File: config.mk
export PLATFORM = sky130hd
export DESIGN_NAME = prbs31_lfsr_core
export DESIGN_NICKNAME = d
export VERILOG_FILES = /design/src/rtl/prbs_pkg.sv /design/src/rtl/prbs31_lfsr_core.sv
export SDC_FILE = /design/constraint.sdc
export NUM_CORES = 1
export LEC_CHECK = 0
export CORE_MARGIN = 1
export CORE_UTILIZATION = 25
export DETAILED_ROUTE_END_ITERATION = 16
export SLEW_MARGIN = 20
export SYNTH_ARGS = -nofsm -noshare
export SYNTH_HDL_FRONTEND = slang
export SYNTH_SLANG_ARGS = --single-unit
File: constraint.sdc
create_clock -name clk -period 0.88 [get_ports clk]
set_input_delay 0.176 -clock clk [delete_from_list [all_inputs] [get_ports clk]]
set_output_delay 0.176 -clock clk [all_outputs]
set_load 0.01 [all_outputs]
File: src/rtl/prbs_pkg.sv
// Shared PRBS31 constants, checker state encoding and the predicted-bit helper.
// Used by the checker, its LFSR core, and the matching generator.
package prbs_pkg;

  localparam int unsigned PRBS_LEN = 31;
  localparam int unsigned TAP_A    = 30;
  localparam int unsigned TAP_B    = 27;
  localparam int unsigned STATE_W  = 2;

  // Encoding 2'd3 is unused; the checker returns it to ST_SEED.
  typedef enum logic [STATE_W-1:0] {
    ST_SEED   = 2'd0,
    ST_VERIFY = 2'd1,
    ST_LOCKED = 2'd2
  } prbs_state_e;

  // Next bit of x^31 + x^28 + 1, where s[0] holds the newest bit.
  function automatic logic prbs_predict(input logic [PRBS_LEN-1:0] s);
    return s[TAP_A] ^ s[TAP_B];
  endfunction

endpackage

File: src/rtl/prbs31_lfsr_core.sv
// PRBS31 shift register with a predicted-bit output.
// Ports:
//   clk        rising-edge clock
//   rst_n      synchronous active-high clear of the register
//   shift_en   shift one bit in at s[0]
//   load_ext   1: shift in ext_bit, 0: shift in the prediction (free-run/flywheel)
//   ext_bit    externally supplied bit
//   pred_c     combinational prediction of the next bit from the current state
//   is_zero_c  combinational flag, register is all zeros
module prbs31_lfsr_core
  import prbs_pkg::*;
(
  input  logic clk,
  input  logic rst_n,
  input  logic shift_en,
  input  logic load_ext,
  input  logic ext_bit,
  output logic pred_c,
  output logic is_zero_c
);

  logic [PRBS_LEN-1:0] s;

  // Shift register; newest bit enters at s[0].
  always_ff @(posedge clk) begin
    if (rst_n) begin
      s <= '0;
    end else if (shift_en) begin
      s <= {s[PRBS_LEN-2:0], (load_ext ? ext_bit : pred_c)};
    end
  end

  assign pred_c    = prbs_predict(s);
  assign is_zero_c = (s == '0);

endmodule

## Word level (Yosys, flattened, before mapping)

Cells that the tools add are included.

- Output and inout bits: 2
- Input bits: 5
- Flip-flop bits (word level): 31
- Logic and storage cells: 4

- Bitwise gates (word level): 1
- Multiplexer cells: 1
- Reductions and logical operators: 1

Operators with widths:

| cell | count |
|---|---|
| logical NOT 31 bit | 1 |
| two-way mux 1 bit | 1 |
| bitwise XOR 1 bit | 1 |

## Logic depth before layout (Yosys ltp)

Gate-level depths: netlist of the first run.

- Depth in word-level cells: 2
- Mapped depth: 4
- Mapped depth without buffers: 3

## Worst setup path before layout of the first run

Ideal clock, no wire load.

- Path type: flip-flop to output port
- From: register s[30]
- To: output port is_zero_c
- Data required time: 0.704 ns
- Cell stages (with the launch flop): 4
- Path slack: -0.157 ns
- Path buffers: 0
- Arrival: 0.861 ns
- Cells stage by stage: dfxtp_1 > nor4_1 > nand4_1 > nor2_1

- Longest elaborated chain between the ends: 1

RTL lines:

| item | line | text |
|---|---|---|
| start, declared | prbs31_lfsr_core.sv:22 | `logic [PRBS_LEN-1:0] s;` |
| start signal, assigned | prbs31_lfsr_core.sv:29 | `s <= {s[PRBS_LEN-2:0], (load_ext ? ext_bit : pred_c)};` |
| logical NOT 31 bit | prbs31_lfsr_core.sv:34 | `assign is_zero_c = (s == '0);` |
| end, declared | prbs31_lfsr_core.sv:19 | `output logic is_zero_c` |

Every way passes these cells.

## Worst setup path after layout of the first run

- From: register s[8]
- To: output port is_zero_c

The elaborated chain is that of the path after synthesis.

==> summary.txt, run 1 <==
Setup path
  • R2r worst-path depth: 5
  • Crit path max fanout: 2
  • Cell Chain, Critical Path: nor4_2, nand4_1, nor2_2, buf_2
  • Crit path max-delay family: simple AND/OR/NAND/NOR gates
  • CP max stage delay: 0.32 ns
  • FF-to-FF End: s[0]
  • CP Class: register to output port
  • Worst Setup End Kind: output port
  • Crit path arrival time: 1.30 ns
  • CP max-delay cell: dfxtp_2
  • Crit path launch type: register
  • FF-to-FF setup slack: -0.23 ns
  • R2R Path Start: s[30]
  • Crit path buf inv count: 1
  • Worst Path Required: 0.70 ns

Global route
  • Largest net degree at the start of global routing: 32
  • Initial antenna violation count: 0
  • Total congestion overflow: 0
  • Global-route wire length before repair: 4.11 mm
  • Overall global routing resource usage: about a tenth
  • Vias in the first global route: 954

STA
  • Fin crit share: 168%
  • Final hold vios: 0
  • Period minus WS final: ~1.5 ns
  • Worst setup margin: -0.595 ns
  • RSZ-0062 raised after global routing: yes
  • Rel. slew slack: between 80% and 90%
  • Max Freq: 678 MHz
  • Hold Slack: 0.385 ns
  • Worst Tran Pin Value: 0.248 ns
  • Setup-failing EPs final: 3
  • Pins Over Slew Limit: 0
  • Setup TNS: -1.16 ns
  • Final Skew: between 0.002 and 0.003 ns

Placement
  • Port Buffers: 6
  • Gp weighted congestion: 0.674
  • Post-DP HPWL: about 1.7 mm
  • Placement Setup Slack: -0.784 ns
  • Placed cells: 198

CTS
  • Clock slew at the register clock pins of the worst setup and hold paths: 0.06 ns
  • Clk Latency, worst-skew pair: around 0.28 ns
  • Root buffer cell: clkbuf_8
  • CTS tree: built
  • Max H-tree Level: 2
  • Total CTS buffers: 5
  • Max clock buf depth: 2
  • Clock sink count: 31

Detailed routing
  • Post-DRT Antenna Nets: 0
  • Via Count: ~900
  • # DRC: 2
  • Via density: ~4.4
  • Detailed Route Iter0 Violations: 48
  • Drt pass-1 iters: 12
  • Routed wire length: between 2 and 2.5 mm
  • Wire per inst: 11.7 microns

Floorplan
  • Core area: 0.00447 sq mm
  • Chip width: 71.1 microns
  • Num ports: 7
  • # rows: 24
  • Starting Density: 26.6%
  • Die Ht: 71.1 microns
  • Die area: 0.00505 sq mm

Pwr
  • Power Density: 1540 mW/mm^2
  • Post-layout power: ~2.6 mW
  • Worst vdd ir: 0.589 mV
  • Pleak: about 0.80 nW

Min path
  • Hold Startpoint: shift_en
  • Hold Crit Class: primary input to register
  • Worst Hold Depth: 4
  • Hold Path Sink: s[28]

Synthesis
  • Avg Cell Area, Syn: 10.5 sq um
  • Netlist Area Pre-Place: 0.00119 sq mm
  • Post-synthesis sequential area ratio: 52.0%
  • Ys Warns: 0
  • Distinct cells, synth: 13
  • Syn nets: 119
  • Register bit count reported by yosys: 31
  • Mapped Cells: around 110

Run status
  • Status: complete, but fails checks
  • Failing checks: design-rule violations, negative setup slack

Layout
  • Reg with most FFs: s
  • Layout cell share with drive strength beyond 1: between 30% and 40%
  • Layout Nets: 159
  • Area Growth Syn to Fin: 42.5%
  • Diodes inserted: 0
  • Biggest regs: s (31)
  • Max reg flops: 31
  • Final cell count without fillers: slightly above 200

Job
  • Max Cap Viol: 0
-- cells by family (layout without fill, tap and decap cells) --
| group | count (synthesis) | count (layout) | synth area share, % |
|---|---|---|---|
| AOI/OAI and AO/OA | 2 | 2 | 1.05 |
| DFF | 31 | 31 | 52.0 |
| buffers and inverters | 7 | 48 | 5.04 |
| muxes | 30 | 30 | 25.2 |
| and+or+nand+nor | 43 | 43 | 15.9 |
| xor gates and xnor gates | 1 | 1 | 0.735 |
-- synthesized netlist by cell type --
master	n	share of area, %
a21oi_1	1	0.42
dfxtp_1	31	52
nor2_1	31	9.8
buf_8	1	1.3
nor3_1	1	0.42
mux2i_1	30	25
nand2b_1	2	1.0
nor4_1	7	3.7
clkbuf_1	3	0.94
o211ai_1	1	0.63
xor2_1	1	0.73
buf_6	3	2.8
nand4_1	2	1.0
-- where the power goes --
part	switching, mW	internal (mW)
Clock	0.508	0.539
Combinational	0.0770	0.0814
Sequential	0.00281	1.40
-- worst reg2reg max path, cell delays in order (launching register included) --
cell	delay [ns]
dfxtp_2	0.34
buf_6	0.12
xor2_2	0.16
buf_4	0.12
o211ai_1	0.17
a21oi_1	0.09
-- what timing repair did --
| action | 4_1_cts | 5_1_grt |
|---|---|---|
| gates resized for setup | 19 | 6 |
| gates cloned | 0 | 0 |
| setup endpoints to repair | 3 | 3 |
| hold buffers | 0 | 0 |
| setup buffers | 1 | 1 |
| pin swaps | 4 | 6 |
-- final cells by class --
class                   instances  area, sq um
clock inverters                 3         15.0
multi-input cells              76          577
clock buffers                   5         68.8
well taps                      52         65.1
flip-flops and latches         31          628
repair buffers                 40          345
fillers                       437         2780
-- per-stage QoR --
stage | instance area, sq um | util [%]
CTS | 1670 | 37.4
global placement | 1540 | 34.4
detailed placement | 1540 | 34.4
floorplan | 1190 | -
global route | 1700 | 38.0
finish | 1700 | 38.0
-- placed cells by master (no fill, tap or decap), drive strengths merged --
| cell type | count |
|---|---|
| nand2b | 2 |
| a21oi | 1 |
| dfxtp | 31 |
| nand4 | 2 |
| clkdlybuf4s50 | 3 |
| nor3 | 1 |
| xor2 | 1 |
| buf | 36 |
| nor2 | 31 |
| clkbuf | 6 |
| o211ai | 1 |
| clkinv | 3 |
| mux2i | 30 |
| nor4 | 7 |
-- layer usage --
metal / GRT usage, % / part of all wire [%] / up-vias
li1: - / - / 467
met1: 11.4 / 46 / 430
met2: 18.7 / 49 / 13
met3: 2.99 / 3.3 / 3
met4: 4.67 / 1.1 / 0
met5: 0 / 0 / -
-- worst max-delay path by stage --
stage               start         to  cells past startpoint
floorplan           s[10]  is_zero_c                      3
global route         s[3]  is_zero_c                      4
global placement    s[14]  is_zero_c                      4
CTS                  s[8]  is_zero_c                      4
detailed placement   s[2]  is_zero_c                      4
finish               s[8]  is_zero_c                      4
Power figures use the tool's default switching activity.
==> inputs of run 2 (changes only) <==
- GPL_TIMING_DRIVEN: not set -> 0
- SETUP_SLACK_MARGIN: not set -> 0.5
==> summary.txt, run 2 (same netlist as run 1, synthesis figures left out) <==
Layout
  • Layout Nets: 135
  • Final cell count without fillers: 183
  • Fill cells: between 400 and 500
  • Post-layout util: a little over a third
  • Area Growth Syn to Fin: 34.0%
  • Diodes inserted: 0
  • Max reg flops: 31
  • Commonest cells after routing, fill and taps aside: mux2i_1, nor2_1, dfxtp_2
  • Reg with most FFs: s
  • Biggest regs: s (31)
  • Layout cell share with drive strength beyond 1: 44.3%

Pwr
  • Clock network power share: a little under 50%
  • Power Density: around 1900 mW/mm^2
  • Pint: 2.38 mW
  • NetSw: 0.598 mW
  • Gate power share: ~5.2%
  • Switching Fraction: between 20% and 30%
  • Post-layout power: 2.98 mW
  • Worst vdd ir: ~0.52 mV
  • Seq pwr share: approximately 47%
  • Pleak: roughly 0.7 nW

Min path
  • Worst Hold Depth: 3
  • Hold Startpoint: shift_en
  • Hold Path Sink: s[30]
  • Hold Crit Class: primary input to register

Detailed routing
  • Top Metal Used: met4
  • Drt pass-1 iters: 11
  • Via Count: 833
  • Wire per inst: roughly 12 microns
  • Metal-1 WL: roughly 1.0 mm
  • Wire length on met3: between 100 and 150 microns
  • # DRC: 2
  • Post-DRT Antenna Nets: 0
  • Via density: around 4.6
  • Met2 Wirelength: 1.08 mm
  • Detailed Route Iter0 Violations: 40
  • Routed wire length: 2.22 mm

Run status
  • Status: complete, but fails checks
  • Failing checks: design-rule violations, negative setup slack

Floorplan
  • Core area: 0.00447 sq mm
  • Die area: 0.00505 sq mm
  • # rows: 24
  • Starting Density: 26.6%
  • Chip width: 71.1 microns
  • Num ports: 7
  • Die Ht: 71.1 microns

Setup path
  • Crit path arrival time: between 1 and 1.5 ns
  • R2r worst-path depth: 4
  • Crit path launch type: register
  • Worst Setup End Kind: output port
  • R2R Path Start: s[27]
  • FF-to-FF setup slack: -0.16 ns
  • Crit path max fanout: 3
  • Worst Path Required: 0.70 ns
  • FF-to-FF End: s[0]
  • CP Class: register to output port

Placement
  • Post-DP HPWL: 1.46 mm
  • Gp weighted congestion: 0.745
  • Port Buffers: 5
  • Placed cells: 171

Job
  • Max Cap Viol: 0

STA
  • Setup-failing EPs final: 5
  • Final hold vios: 0
  • Period minus WS final: around 1.5 ns
  • Final Skew: approximately 0.0085 ns
  • Setup TNS: -1.13 ns
  • Rel. slew slack: 85.3%
  • Pins Over Slew Limit: 0
  • Worst Tran Pin Value: 0.218 ns
  • Max Freq: between 600 and 700 MHz
  • RSZ-0062 raised after global routing: yes
  • Fin crit share: 168%
  • Worst setup margin: -0.599 ns

CTS
  • Hold_buf cts: 0
  • Root buffer cell: clkbuf_8
  • Clock sink count: 31
  • CTS tree: built
  • Clock slew at the register clock pins of the worst setup and hold paths: around 0.070 ns
  • Total CTS buffers: 5
  • Clk Latency, worst-skew pair: between 0.2 and 0.3 ns
  • Max H-tree Level: 2
  • Max clock buf depth: 2

Global route
  • Initial antenna violation count: 0
  • Vias in the first global route: about 800
  • Total congestion overflow: 0
  • Overall global routing resource usage: 9.39%
  • Largest net degree at the start of global routing: 11
  • Global-route wire length before repair: 3.47 mm
[run 2: power by group through the flow]
stage | clock, mW | sequential [mW] | combinational [mW]
3_5_place_dp | 0 | 1.44 | 0.153
4_1_cts | 1.47 | 1.40 | 0.155
3_3_place_gp | 0 | 1.44 | 0.152
6_report | 1.44 | 1.39 | 0.155
5_1_grt | 1.53 | 1.39 | 0.165
2_1_floorplan | 0 | 1.44 | 0.115
[run 2: metal layers]
layer / vias up / global-route usage [%]
li1: 423 / -
met1: 394 / 9.32
met2: 13 / 15.5
met3: 3 / 5.27
met4: 0 / 5.33
met5: - / 0
[run 2: final cells by class]
cell class | instances | area (sq um) | area share, %
sequential | 31 | 674 | 42.2
multi-input combinational | 76 | 577 | 36.1
buffer | 7 | 83.8 | 5.25
clock buffer | 6 | 82.6 | 5.17
timing repair buffer | 9 | 80.1 | 5.01
tap | 52 | 65.1 | 4.07
clock inverter | 2 | 35.0 | 2.19
[run 2: worst max-delay path by stage]
stage / from / end / slack [ns] / cells after the start
after floorplan: s[10] / is_zero_c / -0.14 / 3
after global placement: s[30] / is_zero_c / -0.78 / 4
after detailed placement: s[30] / is_zero_c / -0.81 / 4
after CTS: s[27] / is_zero_c / -0.65 / 4
after global routing: s[24] / is_zero_c / -0.68 / 4
final: s[24] / is_zero_c / -0.60 / 4
[run 2: critical path: stages (launching register included)]
cell     delay [ns]
dfxtp_2        0.34
nor4_4         0.28
nand4_1        0.13
nor2_2         0.13
buf_2          0.13
[run 2: stage by stage]
stage / hold slack, ns / cell area, sq um / setup WS [ns]
2_1_floorplan: 0.245 / 1220 / -0.136
3_3_place_gp: 0.456 / 1330 / -0.780
3_5_place_dp: 0.479 / 1330 / -0.813
4_1_cts: 0.179 / 1540 / -0.650
5_1_grt: 0.178 / 1600 / -0.684
6_report: 0.182 / 1600 / -0.599
[run 2: what timing repair did]
item / 4_1_cts / 5_1_grt
gates resized for setup: 48 / 10
pin swaps: 6 / 7
buffers inserted: 1 / 3
endpoints found under the setup margin: 33 / 33
==> inputs of run 3 (changes only) <==
- CTS_BUF_LIST: not set -> sky130_fd_sc_hd__clkbuf_8
- SETUP_SLACK_MARGIN: 0.5 -> not set
==> summary.txt, run 3 (same netlist as run 1, synthesis figures left out) <==
Floorplan
  • Core area: 0.00447 sq mm
  • Starting Density: between 20% and 30%
  • # rows: 24
  • Die area: roughly 0.005 sq mm
  • Chip width: 71.1 microns
  • Die Ht: 71.1 microns
  • Num ports: 7

Detailed routing
  • # DRC: 2
  • Via density: 4.53
  • Via Count: 816
  • Post-DRT Antenna Nets: 0
  • Routed wire length: 2.13 mm
  • Wire per inst: 11.9 microns
  • Drt pass-1 iters: 12
  • Detailed Route Iter0 Violations: 89

STA
  • Worst Tran Pin Value: between 0.2 and 0.25 ns
  • Pins Over Slew Limit: 0
  • Setup TNS: -0.852 ns
  • Max Freq: a little under 700 MHz
  • Fin crit share: 169%
  • RSZ-0062 raised after global routing: yes
  • Final Skew: 0.00382 ns
  • Rel. slew slack: roughly 84%
  • Setup-failing EPs final: 2
  • Worst setup margin: -0.604 ns
  • Period minus WS final: 1.48 ns
  • Hold Slack: 0.190 ns
  • Final hold vios: 0

Pwr
  • Pleak: 0.647 nW
  • Seq pwr share: 51.2%
  • Post-layout power: roughly 2.8 mW
  • Pint: about 2.2 mW
  • Power Density: 1860 mW/mm^2
  • NetSw: 0.569 mW
  • Gate power share: 5.4%
  • Worst vdd ir: 0.510 mV
  • Clock network power share: a little over two fifths
  • Switching Fraction: 20.7%

Layout
  • Fill cells: 446
  • Area Growth Syn to Fin: 24.2%
  • Biggest regs: s (31)
  • Commonest cells after routing, fill and taps aside: mux2i_1, nor2_1, dfxtp_1
  • Diodes inserted: 0
  • Layout Nets: 132
  • Final cell count without fillers: 180
  • Post-layout util: 33.1%
  • Max reg flops: 31
  • Layout cell share with drive strength beyond 1: 23.4%
  • Reg with most FFs: s

Min path
  • Hold Startpoint: shift_en
  • Hold Crit Class: primary input to register

Global route
  • Largest net degree at the start of global routing: 11
  • Initial antenna violation count: 0
  • Total congestion overflow: 0
  • Overall global routing resource usage: 9.75%
  • Vias in the first global route: 820
  • Global-route wire length before repair: 3.65 mm

Placement
  • Gp weighted congestion: between 0.7 and 0.8
  • Placed cells: 171
  • Post-DP HPWL: 1.47 mm
  • Port Buffers: 5

Setup path
  • Worst Setup End Kind: output port
  • R2R Path Start: s[30]
  • Crit. Startpoint: s[26]
  • Crit path arrival time: 1.31 ns
  • Crit path launch type: register
  • CP max-delay cell: dfxtp_1
  • Worst Path Required: 0.70 ns
  • Crit path max fanout: 3
  • CP max stage delay: 0.33 ns
  • CP Class: register to output port
  • Cell Chain, Critical Path: nor4_1, nand4_1, nor2_2, buf_2

CTS
  • Clock sink count: 31
  • Clock slew at the register clock pins of the worst setup and hold paths: approximately 0.060 ns
  • Max clock buf depth: 2
  • Clk Latency, worst-skew pair: about 0.28 ns
  • CTS tree: built
  • Total CTS buffers: 5
  • Max H-tree Level: 2
  • Root buffer cell: clkbuf_8

Run status
  • Failing checks: design-rule violations, negative setup slack
  • Status: complete, but fails checks

Job
  • Max Cap Viol: 0
-- run 3: cell types whose count changed in the layout (fill, tap and decap cells not counted), moves of 2 or more --
cell / change
buf_8: -3
buf_4: +3
dfxtp_2: -18
clkbuf_2: -2
dfxtp_1: +24
dfxtp_4: -6
-- run 3: critical path, delay by kind of cell (launching register included) --
family,cells,cell delay (ns)
buf+inv,1,0.14
flops,1,0.33
simple gates,3,0.56
-- run 3: area by class of cell --
type,count,area [sq um],area share (%)
tap,52,65.1,4.39
timing repair buffer,6,47.5,3.21
sequential,31,629,42.5
multi-input combinational,76,568,38.3
buffer,7,71.3,4.81
clock buffer,7,96.3,6.50
clock inverter,1,3.75,0.253
-- run 3: metal layers --
metal	share of wire, %	track usage (%)	vias up
met5	0	0	-
met4	1.2	8.00	0
met3	4.3	3.70	4
met2	48	15.0	15
met1	47	10.7	378
li1	-	-	419
-- run 3: what timing repair did --
action	CTS	global route
endpoints found under the setup margin	33	25
buffers inserted	1	0
hold endpoints to repair	0	0
pin swaps	7	2
gates resized for setup	22	9
hold buffers	0	0
-- run 3: final timing paths --
path / slack, ns / to / depth (start not counted)
min reg2reg: 0.51 / s[0] / 2
max reg2reg: 0.01 / s[0] / 3
min: 0.19 / s[30] / 3
max: -0.60 / is_zero_c / 4
-- run 3: through the flow --
stage | instance area (sq um) | setup slack [ns]
6_report | 1480 | -0.604
5_1_grt | 1480 | -0.693
4_1_cts | 1450 | -0.629
3_5_place_dp | 1310 | -0.785
3_3_place_gp | 1310 | -0.788
2_1_floorplan | 1190 | -0.136
-- run 3: power by group through the flow --
stage | registers [mW] | clock network (mW) | logic, mW
floorplan | 1.44 | 0 | 0.108
global placement | 1.44 | 0 | 0.144
detailed placement | 1.44 | 0 | 0.147
CTS | 1.41 | 1.23 | 0.151
global route | 1.41 | 1.30 | 0.162
finish | 1.41 | 1.19 | 0.149
